--- src/rtl/cpu_types_pkg.sv ---
// Shared types for the execute-stage divider front end.
package cpu_types_pkg;

  localparam int unsigned XLEN_DEF = 32;

  typedef enum logic [1:0] {
    OP_DIV  = 2'b00,
    OP_DIVU = 2'b01,
    OP_REM  = 2'b10,
    OP_REMU = 2'b11
  } div_op_t;

  typedef enum logic [1:0] {
    IDLE  = 2'b00,
    BUSY  = 2'b01,
    DRAIN = 2'b10
  } div_state_t;

  function automatic logic op_is_signed(input div_op_t op);
    return (op == OP_DIV) || (op == OP_REM);
  endfunction

  function automatic logic op_is_rem(input div_op_t op);
    return (op == OP_REM) || (op == OP_REMU);
  endfunction

endpackage

--- src/rtl/div_result_cache.sv ---
// Last divider result (q and r) tagged by {signed, a, b}; a hit lets DIV+REM share one run.
module div_result_cache
  import cpu_types_pkg::*;
#(
  parameter int unsigned XLEN     = XLEN_DEF,
  parameter bit          CACHE_EN = 1'b1
) (
  input  logic            clk,
  input  logic            nrst,
  input  logic            load,
  input  logic            invalidate,
  input  logic            clr_fresh,
  input  logic            tag_signed,
  input  logic [XLEN-1:0] tag_a,
  input  logic [XLEN-1:0] tag_b,
  input  logic [XLEN-1:0] ld_q,
  input  logic [XLEN-1:0] ld_r,
  input  logic            cmp_signed,
  input  logic [XLEN-1:0] cmp_a,
  input  logic [XLEN-1:0] cmp_b,
  output logic            hit,
  output logic [XLEN-1:0] q,
  output logic [XLEN-1:0] r
);

  logic            res_vld;
  logic            fresh;
  logic            t_signed;
  logic [XLEN-1:0] t_a;
  logic [XLEN-1:0] t_b;

  always_ff @(posedge clk or negedge nrst) begin
    if (!nrst) begin
      res_vld  <= 1'b0;
      fresh    <= 1'b0;
      t_signed <= 1'b0;
      t_a      <= '0;
      t_b      <= '0;
      q        <= '0;
      r        <= '0;
    end else if (load) begin
      res_vld  <= 1'b1;
      fresh    <= 1'b1;
      t_signed <= tag_signed;
      t_a      <= tag_a;
      t_b      <= tag_b;
      q        <= ld_q;
      r        <= ld_r;
    end else begin
      if (invalidate) res_vld <= 1'b0;
      if (clr_fresh)  fresh   <= 1'b0;
    end
  end

  // Without reuse, only the single consume right after capture may hit
  assign hit = res_vld && (t_signed == cmp_signed) && (t_a == cmp_a) && (t_b == cmp_b)
               && (CACHE_EN || fresh);

endmodule

--- src/rtl/div_issue_ctrl.sv ---
// EX-stage front end for the iterative divider: issue, stall, drain on flush, result select.
module div_issue_ctrl
  import cpu_types_pkg::*;
#(
  parameter int unsigned XLEN     = XLEN_DEF,
  parameter bit          CACHE_EN = 1'b1
) (
  input  logic            clk,
  input  logic            nrst,
  input  logic            req_valid,
  input  div_op_t         req_op,
  input  logic [XLEN-1:0] rs1,
  input  logic [XLEN-1:0] rs2,
  input  logic            flush,
  output logic            stall,
  output logic            result_valid,
  output logic [XLEN-1:0] result,
  output logic            div_en,
  output logic [XLEN-1:0] div_a,
  output logic [XLEN-1:0] div_b,
  output logic            div_is_signed,
  input  logic            div_ready,
  input  logic [XLEN-1:0] div_q,
  input  logic [XLEN-1:0] div_r
);

  div_state_t      state;
  div_state_t      state_nxt;
  logic            req_live;
  logic            req_signed;
  logic            hit;
  logic            issue;
  logic            capture;
  logic            discard;
  logic            ready_ok;
  logic            clr_fresh;
  logic [XLEN-1:0] q_reg;
  logic [XLEN-1:0] r_reg;

  assign req_signed   = op_is_signed(req_op);
  assign req_live     = req_valid && !flush;
  assign result_valid = req_live && (state == IDLE) && hit;
  assign stall        = req_live && !result_valid;
  assign result       = op_is_rem(req_op) ? r_reg : q_reg;
  // div_ready still reflects the previous run during the en cycle
  assign ready_ok     = div_ready && !div_en;
  assign clr_fresh    = issue || result_valid;

  always_comb begin
    state_nxt = state;
    issue     = 1'b0;
    capture   = 1'b0;
    discard   = 1'b0;
    case (state)
      IDLE: begin
        if (req_live && !hit) begin
          issue     = 1'b1;
          state_nxt = BUSY;
        end
      end
      BUSY: begin
        if (ready_ok) begin
          capture   = !flush;
          discard   = flush;
          state_nxt = IDLE;
        end else if (flush) begin
          state_nxt = DRAIN;
        end
      end
      DRAIN: begin
        if (ready_ok) begin
          discard   = 1'b1;
          state_nxt = IDLE;
        end
      end
      default: state_nxt = IDLE;
    endcase
  end

  always_ff @(posedge clk or negedge nrst) begin
    if (!nrst) begin
      state         <= IDLE;
      div_en        <= 1'b0;
      div_a         <= '0;
      div_b         <= '0;
      div_is_signed <= 1'b0;
    end else begin
      state  <= state_nxt;
      div_en <= issue;
      if (issue) begin
        div_a         <= rs1;
        div_b         <= rs2;
        div_is_signed <= req_signed;
      end
    end
  end

  div_result_cache #(
    .XLEN     (XLEN),
    .CACHE_EN (CACHE_EN)
  ) u_cache (
    .clk        (clk),
    .nrst       (nrst),
    .load       (capture),
    .invalidate (discard),
    .clr_fresh  (clr_fresh),
    .tag_signed (div_is_signed),
    .tag_a      (div_a),
    .tag_b      (div_b),
    .ld_q       (div_q),
    .ld_r       (div_r),
    .cmp_signed (req_signed),
    .cmp_a      (rs1),
    .cmp_b      (rs2),
    .hit        (hit),
    .q          (q_reg),
    .r          (r_reg)
  );

endmodule

--- config.mk ---
export PLATFORM = sky130hd
export DESIGN_NAME = div_issue_ctrl
export DESIGN_NICKNAME = d
export VERILOG_FILES = /design/src/rtl/cpu_types_pkg.sv /design/src/rtl/div_result_cache.sv /design/src/rtl/div_issue_ctrl.sv
export SDC_FILE = /design/constraint.sdc
export NUM_CORES = 1
export LEC_CHECK = 0
export CAP_MARGIN = 20
export CORE_MARGIN = 3
export CORE_UTILIZATION = 53
export DETAILED_ROUTE_END_ITERATION = 10
export PLACE_DENSITY = 0.95
export SYNTH_ARGS = -nofsm -noshare
export SYNTH_HDL_FRONTEND = slang
export SYNTH_SLANG_ARGS = --single-unit
--- constraint.sdc ---
create_clock -name clk -period 7.98 [get_ports clk]
set_clock_uncertainty 0.2 [all_clocks]
set_input_delay 0.798 -clock clk [delete_from_list [all_inputs] [get_ports clk]]
set_output_delay 0.798 -clock clk [all_outputs]
set_load 0.03 [all_outputs]
Yosys cells after proc, flatten, opt, wreduce, memory -nomap -nowiden
Cells that the tools add are included.

word-level totals
  flip-flop bits (word level) = 198
  bits in latches = 0
  RAM bits = 0
  bits in read-only memories = 0
  output and inout port bits = 100
  logic and storage cells = 55
  memories = 0

cells by class
  $add $sub $neg = 0
  multipliers = 0
  div/mod/pow operators = 0
  order comparisons = 0
  equal/unequal tests = 10
  shifts and indexed selects = 0
  muxes and demuxes = 15
  bitwise logic cells = 0
  reductions and logical operators = 19

operator list
  operator                                                                count
  32-bit equality test                                                    2
  32-bit 2-to-1 mux                                                       1
  1-bit logical AND                                                       9
  1-bit 2-to-1 mux                                                        8
  2-bit 2-to-1 mux                                                        4
  2-bit equality test (second input constant)                             3
  2-bit case mux with 3 select lines                                      1
  1-bit zero test                                                         4
  2-bit zero test                                                         2
  3-bit != test (second input constant)                                   1
  3-bit AND reduction                                                     1
  2-bit by 1-bit equality test with 1-bit output (second input constant)  1
  1-bit logical OR                                                        2
  2-bit by 1-bit != test with 1-bit output (second input constant)        1
  2-bit != test (second input constant)                                   1
  1-bit case mux with 2 select lines                                      1
  2-bit nonzero test                                                      1
  1-bit equality test                                                     1

Logic depth before layout (Yosys ltp)
Gate-level depths: netlist of the first run.

  word-level depth = 10
  mapped depth = 9
  gate-level depth less buffers = 6

Cells and area by module
A second synthesis of the first run with hierarchy kept.

unflattened totals
  cell total of the unflattened synthesis = 590
  area, all modules = 8813.5 um^2

by module, submodules not included
  module            instances  cells each  area an instance (um^2)  sequential area each (um^2)
  div_result_cache  1          385         5544.1                   3253.1
  div_issue_ctrl    1          205         3269.4                   1701.6

Worst setup path after synthesis of the first run
Ideal clock, no wire load.

  path kind = input -> output
  start point = input port rs1[19]
  end point = output port stall
  arrival = 2.255 ns
  path slack = 4.727 ns
  stages = 6
  path buffers = 0
  path through = xor2_1 or4_1 nor4_1 and4_1 and2_1 a21oi_1

between the ends
  cells in the longest elaborated chain, start to end = 6

RTL lines
  what                            line                    RTL
  start: declaration              div_issue_ctrl.sv:12    input logic [XLEN-1:0] rs1,
  32-bit equality test            div_result_cache.sv:56  assign hit = res_vld && (t_signed == cmp_signed) && (t_a == cmp_a) && (t_b == cmp_b)
  1-bit logical AND (2 in a row)  div_result_cache.sv:56
  1-bit logical AND               div_issue_ctrl.sv:42    assign result_valid = req_live && (state == IDLE) && hit;
  1-bit zero test                 div_issue_ctrl.sv:43    assign stall = req_live && !result_valid;
  1-bit logical AND               div_issue_ctrl.sv:43
  end: declaration                div_issue_ctrl.sv:15    output logic stall,

No other way between the ends.

Final worst setup path of the first run
Same ends and word-level chain as after synthesis.

==> results_dict.tcl, run 1 <==
set metrics [dict create \
    finalSetupTns_ps 0 \
    critPathMaxFanout 3 \
    core-area_um2 16200 \
    finalSetupViolations 0 \
    grt_pass1_vias 6354 \
    synthesis.instances 616 \
    synth_warnings 0 \
    synthFlopType "dfrtp_1" \
    met2_usage_pct 39.8 \
    gr-max-usage-layer "met2" \
    gr-total-overflow 0 \
    clk_pin_slew_worst_paths_ps 70 \
    r2r_cells 7 \
    grt_use_met1_pct 30.6 \
    groute.layer.met3.usage_pct 5.27 \
    hold_class "primary input to asynchronous set/reset pin" \
    slowest_stage "clkdlybuf4s50_1" \
    vdd.ir_drop.worst_v 0.000239 \
    cpLargestDelayFamily "simple AND/OR/NAND/NOR gates" \
    post-cts-setup-buffer-count 0 \
    rows 46 \
    grt_use_total_pct 24.0 \
    rsz0062_at_grt "false" \
    cts_buffer_depth 2 \
    ys_ff_latch 198 \
    die_area_um2 18400 \
    mostFrequentLayoutCell "clkdlybuf4s50_1" \
    placed_cell_area_um2 11400 \
    cpMostUsedCell "clkdlybuf4s50_1" \
    wl_um 21500 \
    r2r_slack_ps 4760 \
    postSynthAreaPerCell_um2 14.5 \
    initial_utilization_pct 55.1 \
    dr.pass1.iters 4 \
    cts_tree "built" \
    wire_per_inst_um 19.9 \
    grt_pass1_wl_um 34200 \
    num_io_pins 235 \
    leakage_nw 5.00 \
    yosys.area.top_type_share_pct 55.6 \
    fp.dieW_um 136 \
    critPathRequiredTime_ps 6980 \
    crit_cells 8 \
    antenna_left 0 \
    tightest_slew_ps 1020 \
    status "finished clean" \
    dp_hpwl_um 15200 \
    synth-edff-count 0 \
    mostFrequentLayoutCells "clkdlybuf4s50_1, dfrtp_1, mux2_2" \
    slowest_delay_ps 620 \
    cp-startpoint "rs1[19]" \
    ys_async_sr_fraction_pct 100 \
    die_y_um 136 \
    postCtsHoldBufs 0 \
    synth_nets 754 \
    ctsRootBufferMaster "clkbuf_16" \
    final_nets 986 \
    worstReg2RegStart "u_cache.t_a[19]" \
    cts_buffers 17 \
    insertion_delay_ps 430 \
    ctsResizeCount 0 \
    endpoint "stall" \
    fmax_mhz 218 \
    gp_congestion 0.877 \
    maxCapViolations 0 \
    yosysSeqAreaShare_pct 55.6 \
    period_share_pct 57.6 \
    drc 0 \
    fin_area_um2 12000 \
    antenna_found_initial 2 \
    crit_buf_inv 2 \
    area_delta_synth_final_pct 35.0 \
    synth_cell_type_count 35 \
    viasPerCell 5.42 \
    startpoint_type "primary input" \
    h-tree-depth 4 \
    synth_top_cell_by_area "dfrtp_1" \
    synthTopCellsByArea "dfrtp_1, mux2_2, mux2_4" \
    synth_area_um2 8900 \
    port-buffer-count 234 \
    drt_iter0_drc 289 \
    cp-end-kind "output port" \
    fin_crit_ps 4600 \
    grt_max_degree 125 \
    hold_viol 0 \
    r2r-end "div_b[4]" \
    vias 5847 \
    cts.sink_count 198 \
    critPathKind "primary input to output port" \
    cp.arrival_ps 3600 \
    drive_gt1_share_pct 30.2 \
    path_cells "clkdlybuf4s50_1 -> xor2_1 -> or4_1 -> nor4_1 -> and4_1 -> and2_1 -> a21oi_1 -> clkdlybuf4s50_1" \
    max_slew_margin_pct 31.8 \
    p_per_area_nw_per_um2 410 \
    report.final.slew_viol_count 0 \
]
## worst register-to-register path, delay by kind of cell (launching register included)
| family | cells | cell delay (ps) |
|---|---|---|
| and+or+nand+nor | 3 | 1230 |
| muxes | 1 | 470 |
| buffers and inverters | 1 | 440 |
| DFF | 1 | 400 |
| xor gates and xnor gates | 1 | 190 |
| AOI/OAI and AO/OA | 1 | 170 |
## cell usage after synthesis (2+ instances only)
cell / instances
dfrtp_1: 198
mux2_2: 182
mux2_4: 38
xor2_1: 30
nand2b_1: 29
xnor2_1: 19
clkbuf_1: 16
nand4_1: 14
nor4_1: 12
inv_1: 10
nand2_1: 7
nand3_1: 7
o2111ai_1: 7
o21ai_0: 6
buf_6: 5
a21oi_1: 4
nor2b_1: 4
buf_1: 3
ha_1: 3
and2_1: 2
and3_1: 2
buf_2: 2
nor2_1: 2
nor3_1: 2
or4_1: 2
## cell families after synthesis
family | count (synthesis) | synth area share (%)
AO/OA/AOI/OAI | 22 | 1.69
adder cells (fa/ha/maj) | 3 | 0.422
XOR/XNOR | 49 | 4.82
multiplexers | 221 | 29.5
AND/OR/NAND/NOR | 87 | 5.92
buffers and inverters | 36 | 1.97
flip-flops | 198 | 55.6
## stage by stage
stage	power [mW]	cells	util [%]	hold slack (ps)	setup WS [ps]
4_1_cts	4.96	1076	74.1	309	3400
3_3_place_gp	4.02	1044	70.6	283	3450
3_5_place_dp	4.11	1044	70.6	292	3460
5_1_grt	5.18	1079	74.3	314	3250
6_report	4.93	1079	74.3	273	3380
2_1_floorplan	3.23	616	-	271	4730
## layer usage
layer	part of all wire [%]	wire length [µm]
met1	41	8830
met2	51	11000
met3	4.9	1050
met4	2.8	593
met5	0	0
## worst min path at each step
stage	start	to	slack, ps	depth (start not counted)
after floorplan	u_cache.res_vld	u_cache.res_vld	270	1
after global routing	u_cache.q[16]	u_cache.q[16]	310	1
after global placement	u_cache.r[17]	u_cache.r[17]	280	1
final	nrst	div_b[1]	270	1
after CTS	u_cache.r[15]	u_cache.r[15]	310	1
after detailed placement	u_cache.r[15]	u_cache.r[15]	290	1
## layout make-up
type,count,area (µm²)
tap,216,270
clock inverter,14,124
fill,1059,4150
antenna,2,5.00
sequential,198,4950
inverter,10,37.5
clock buffer,18,439
timing repair buffer,239,2400
multi-input combinational,382,3790
## where the power goes
part	internal (mW)	switching [mW]	total, mW
clock	0.442	0.385	0.827
combinational	1.16	1.09	2.25
sequential	1.51	0.344	1.86
(Power assumes the default switching activity.)
==> run 2, diff against run 1 <==
--- a/config.mk
+++ b/config.mk
@@ -7,9 +7,9 @@
 export LEC_CHECK = 0
 export CAP_MARGIN = 20
 export CORE_MARGIN = 3
-export CORE_UTILIZATION = 53
+export CORE_UTILIZATION = 49
 export DETAILED_ROUTE_END_ITERATION = 10
-export PLACE_DENSITY = 0.95
+export PLACE_DENSITY = 0.93
 export SYNTH_ARGS = -nofsm -noshare
 export SYNTH_HDL_FRONTEND = slang
 export SYNTH_SLANG_ARGS = --single-unit
==> constraint.sdc (replaced) <==
create_clock -name clk -period 4.3 [get_ports clk]
set_clock_uncertainty 0.2 [all_clocks]
set_input_delay 0.43 -clock clk [delete_from_list [all_inputs] [get_ports clk]]
set_output_delay 0.43 -clock clk [all_outputs]
set_load 0.03 [all_outputs]
==> results_dict.tcl, run 2 (synthesized netlist as in run 1, its figures left out) <==
set metrics [dict create \
    status "finished clean" \
    r2r_slack_ps 1450 \
    crit_buf_inv 2 \
    switching_share_pct 36.8 \
    cts_tree "built" \
    hold_depth 1 \
    dp_worst_setup_slack_ps 423 \
    grt_pass1_wl_um 33800 \
    finalSetupTns_ps 0 \
    antenna_found_initial 0 \
    cts_buffers 17 \
    rows 48 \
    r2r-end "div_a[20]" \
    area_delta_synth_final_pct 35.4 \
    fmax_mhz 258 \
    finalSetupViolations 0 \
    rsz0062_at_grt "false" \
    r2r_cells 7 \
    drt_iter0_drc 271 \
    critPathRequiredTime_ps 3670 \
    initial_utilization_pct 50.8 \
    gr-total-overflow 0 \
    drt-met1-wl_um 8950 \
    p_per_area_nw_per_um2 752 \
    maxCapViolations 0 \
    dr.max_layer_used "met4" \
    wl_um 21300 \
    insertion_delay_ps 420 \
    cts.sink_count 198 \
    p_total_mw 9.06 \
    post-cts-setup-buffer-count 0 \
    fp.dieW_um 141 \
    cpMostUsedCell "clkdlybuf4s50_1" \
    final_nets 989 \
    report.final.slew_viol_count 0 \
    mostFrequentLayoutCell "clkdlybuf4s50_1" \
    cp-end-kind "output port" \
    utilization_pct 68.7 \
    dr_wl_met3_um 1130 \
    h-tree-depth 4 \
    grt_max_degree 109 \
    grt_pass1_vias 6238 \
    grt_use_total_pct 21.6 \
    fin_area_um2 12100 \
    p_int_mw 5.72 \
    fin_crit_ps 3870 \
    switching_power_mw 3.34 \
    met2_length_um 10400 \
    mostFrequentLayoutCells "clkdlybuf4s50_1, dfrtp_1, mux2_2" \
    endpoint "stall" \
    power_frac_clock_pct 16.3 \
    core-area_um2 17500 \
    placed_cell_area_um2 11500 \
    gp_congestion 0.837 \
    startpoint_type "primary input" \
    tightest_slew_ps 906 \
    antenna_left 0 \
    combPwrFrac_pct 45.9 \
    viasPerCell 5.34 \
    cp.arrival_ps 3240 \
    die_y_um 141 \
    worstReg2RegStart "u_cache.t_a[19]" \
    cts_buffer_depth 2 \
    vdd.ir_drop.worst_v 0.000542 \
    ctsRootBufferMaster "clkbuf_16" \
    cp-startpoint "rs1[19]" \
    slowest_stage "clkdlybuf4s50_1" \
    period_share_pct 90.0 \
    crit_cells 8 \
    ctsResizeCount 0 \
    path_cells "clkdlybuf4s50_1 -> xor2_1 -> or4_1 -> nor4_1 -> and4_1 -> and2_1 -> a21oi_1 -> clkdlybuf4s50_1" \
    max_slew_margin_pct 39.6 \
    drive_gt1_share_pct 30.1 \
    leakage_nw 5.00 \
    num_io_pins 235 \
    critPathMaxFanout 3 \
    clk_pin_slew_worst_paths_ps 70 \
    antenna_cells 0 \
    worst_slack_ps 428 \
    cpLargestDelayFamily "simple AND/OR/NAND/NOR gates" \
    fill_cells 1231 \
    dr.pass1.iters 4 \
    postCtsHoldBufs 1 \
    dp_hpwl_um 15500 \
    hold_class "flip-flop to flip-flop" \
    vias 5818 \
    hold_viol 0 \
    slowest_delay_ps 640 \
    pwr-share-seq_pct 37.9 \
    drc 0 \
    wire_per_inst_um 19.6 \
    port-buffer-count 234 \
    die_area_um2 19800 \
    critPathKind "primary input to output port" \
]
-- run 2: how the worst min path moves through the flow --
stage	start	to	slack, ps
2_1_floorplan	nrst	div_a[0]	-70
3_3_place_gp	u_cache.r[0]	u_cache.r[0]	280
3_5_place_dp	u_cache.r[13]	u_cache.r[13]	290
4_1_cts	u_cache.r[13]	u_cache.r[13]	310
5_1_grt	u_cache.r[11]	u_cache.r[11]	320
6_report	u_cache.q[30]	u_cache.q[30]	300
-- run 2: layout make-up --
class / count / area, µm² / share of cell area [%]
clock buffers: 20 / 447 / 3.71
flip-flops and latches: 198 / 4950 / 41.1
repair buffers: 242 / 2450 / 20.3
clock inverters: 12 / 97.6 / 0.810
multi-input cells: 382 / 3790 / 31.4
well taps: 225 / 282 / 2.34
inverters: 10 / 37.5 / 0.311
-- run 2: power groups by stage --
stage / Sequential, mW / Clock (mW) / Combinational [mW]
5_1_grt: 3.56 / 1.60 / 4.40
2_1_floorplan: 3.92 / 0 / 2.07
4_1_cts: 3.43 / 1.53 / 4.20
3_3_place_gp: 3.40 / 0 / 4.09
6_report: 3.43 / 1.48 / 4.16
3_5_place_dp: 3.45 / 0 / 4.18
-- run 2: per-layer routing --
| metal | GRT usage (%) | vias to the layer above |
|---|---|---|
| met1 | 27.9 | 2934 |
| met4 | 9.28 | 0 |
| met3 | 5.26 | 49 |
| met2 | 35.0 | 164 |
| met5 | 0 | - |
| li1 | - | 2671 |
-- run 2: through the flow --
| stage | instances | hold WS [ps] |
|---|---|---|
| global placement | 1056 | 284 |
| CTS | 1089 | 307 |
| global route | 1089 | 320 |
| finish | 1089 | 304 |
| floorplan | 616 | -65.6 |
| detailed placement | 1056 | 290 |
-- run 2: worst register-to-register path, stage by stage, from the launching register on --
cell and delay, ps:
dfrtp_1 410, xor2_1 180, or4_1 540, nor4_1 370
and4_1 320, a21oi_4 80, buf_12 250, mux2_4 370
==> run 3, diff against run 2 <==
--- a/config.mk
+++ b/config.mk
@@ -7,9 +7,9 @@
 export LEC_CHECK = 0
 export CAP_MARGIN = 20
 export CORE_MARGIN = 3
-export CORE_UTILIZATION = 49
+export CORE_UTILIZATION = 44
 export DETAILED_ROUTE_END_ITERATION = 10
-export PLACE_DENSITY = 0.93
+export PLACE_DENSITY = 0.88
 export SYNTH_ARGS = -nofsm -noshare
 export SYNTH_HDL_FRONTEND = slang
 export SYNTH_SLANG_ARGS = --single-unit
==> constraint.sdc (replaced) <==
create_clock -name clk -period 3.5 [get_ports clk]
set_clock_uncertainty 0.2 [all_clocks]
set_input_delay 0.35 -clock clk [delete_from_list [all_inputs] [get_ports clk]]
set_output_delay 0.35 -clock clk [all_outputs]
set_load 0.03 [all_outputs]
==> results_dict.tcl, run 3 (synthesized netlist as in run 1, its figures left out) <==
set metrics [dict create \
    insertion_delay_ps 430 \
    grt_pass1_wl_um 34200 \
    finalSetupTns_ps 0 \
    die_y_um 148 \
    period_share_pct 93.9 \
    p_per_area_nw_per_um2 925 \
    hold_viol 0 \
    ctsRootBufferMaster "clkbuf_16" \
    rsz0062_at_grt "false" \
    post-cts-setup-buffer-count 0 \
    drc 0 \
    die_area_um2 22000 \
    utilization_pct 62.3 \
    p_total_mw 11.3 \
    slowest_delay_ps 530 \
    switching_power_mw 4.16 \
    fin_crit_ps 3290 \
    ctsResizeCount 0 \
    switching_share_pct 36.8 \
    status "finished clean" \
    pwr-share-seq_pct 37.5 \
    wire_per_inst_um 19.1 \
    area_delta_synth_final_pct 37.5 \
    grt_max_degree 111 \
    vias 5846 \
    tightest_slew_ps 905 \
    cp.arrival_ps 2740 \
    cp-startpoint "u_cache.t_a[19]" \
    grt_pass1_vias 6165 \
    leakage_nw 5.08 \
    final_nets 994 \
    cts_buffers 17 \
    fp.dieW_um 148 \
    combPwrFrac_pct 45.4 \
    gp_congestion 0.856 \
    finalSetupViolations 0 \
    postCtsHoldBufs 1 \
    core-area_um2 19700 \
    power_frac_clock_pct 17.2 \
    grt_use_total_pct 19.8 \
    cts_buffer_depth 2 \
    gr-total-overflow 0 \
    critPathRequiredTime_ps 2950 \
    viasPerCell 5.15 \
    fmax_mhz 304 \
    whs_ps 303 \
    num_io_pins 235 \
    h-tree-depth 4 \
    vdd.ir_drop.worst_v 0.000523 \
    crit_buf_inv 1 \
    mostFrequentLayoutCells "clkdlybuf4s50_1, dfrtp_1, mux2_2" \
    clk_pin_slew_worst_paths_ps 70 \
    wl_um 21700 \
    holdCritStartpoint "u_cache.q[13]" \
    critPathKind "flip-flop to output port" \
    worstReg2RegStart "u_cache.t_a[19]" \
    mostFrequentLayoutCell "clkdlybuf4s50_1" \
    p_int_mw 7.16 \
    dp_hpwl_um 15900 \
    maxCapViolations 0 \
    rows 51 \
    cpLargestDelayFamily "simple AND/OR/NAND/NOR gates" \
    cts_tree "built" \
    dr.pass1.iters 4 \
    slowest_stage "or4_1" \
    drt_iter0_drc 244 \
    cts.sink_count 198 \
    drive_gt1_share_pct 31.0 \
    initial_utilization_pct 45.3 \
    report.final.slew_viol_count 0 \
    cp-end-kind "output port" \
    startpoint_type "flip-flop" \
    hold_class "flip-flop to flip-flop" \
    antenna_left 0 \
    port-buffer-count 234 \
    path_cells "xor2_1 -> or4_1 -> nor4_1 -> and4_1 -> and2_1 -> a21oi_1 -> buf_4" \
    antenna_found_initial 1 \
    critPathMaxFanout 3 \
    max_slew_margin_pct 39.7 \
]
run 3: layout make-up:
class	instances	area, µm²
clock inverter	13	136
sequential	198	4950
antenna	1	2.50
fill	1543	7410
timing repair buffer	247	2540
inverter	10	37.5
multi-input combinational	382	3790
tap	265	332
clock buffer	19	453
run 3: final timing paths:
check / endpoint / slack, ps / cells past startpoint
hold reg to reg: u_cache.q[13] / 300 / 1
setup reg to reg: div_b[13] / 560 / 7
min in group asynchronous: u_cache.q[5] / 400 / 2
hold / removal: u_cache.q[13] / 300 / 1
max in group asynchronous: u_cache.t_a[29] / 1860 / 3
setup / recovery: stall / 210 / 7
run 3: power by group through the flow:
| stage | combinational (mW) | clock, mW | sequential (mW) |
|---|---|---|---|
| after floorplan | 2.54 | 0 | 4.82 |
| after global placement | 5.06 | 0 | 4.19 |
| after detailed placement | 5.16 | 0 | 4.26 |
| after CTS | 5.19 | 2.00 | 4.24 |
| after global routing | 5.43 | 2.10 | 4.39 |
| final | 5.14 | 1.94 | 4.25 |
run 3: routing by layer:
metal	vias to the layer above	global-route usage [%]	share of wire, %
li1	2679	-	-
met5	-	0	0
met2	155	32.9	50
met1	2979	26.1	43
met4	0	7.25	2.7
met3	33	3.87	4.2
run 3: worst reg2reg max path, delay by kind of cell, from the launching register on:
family,cells,cell delay (ps)
XOR/XNOR,1,160
buffers and inverters,1,240
AO/OA/AOI/OAI,1,220
flip-flops,1,390
multiplexers,1,330
AND/OR/NAND/NOR,3,1270
run 3: stage by stage:
| step | setup slack [ps] | instances | area [µm²] |
|---|---|---|---|
| global route | 73.8 | 1135 | 12200 |
| detailed placement | 147 | 1101 | 11600 |
| finish | 214 | 1135 | 12200 |
| CTS | 202 | 1134 | 12200 |
| floorplan | 987 | 616 | 8900 |
| global placement | 221 | 1101 | 11600 |
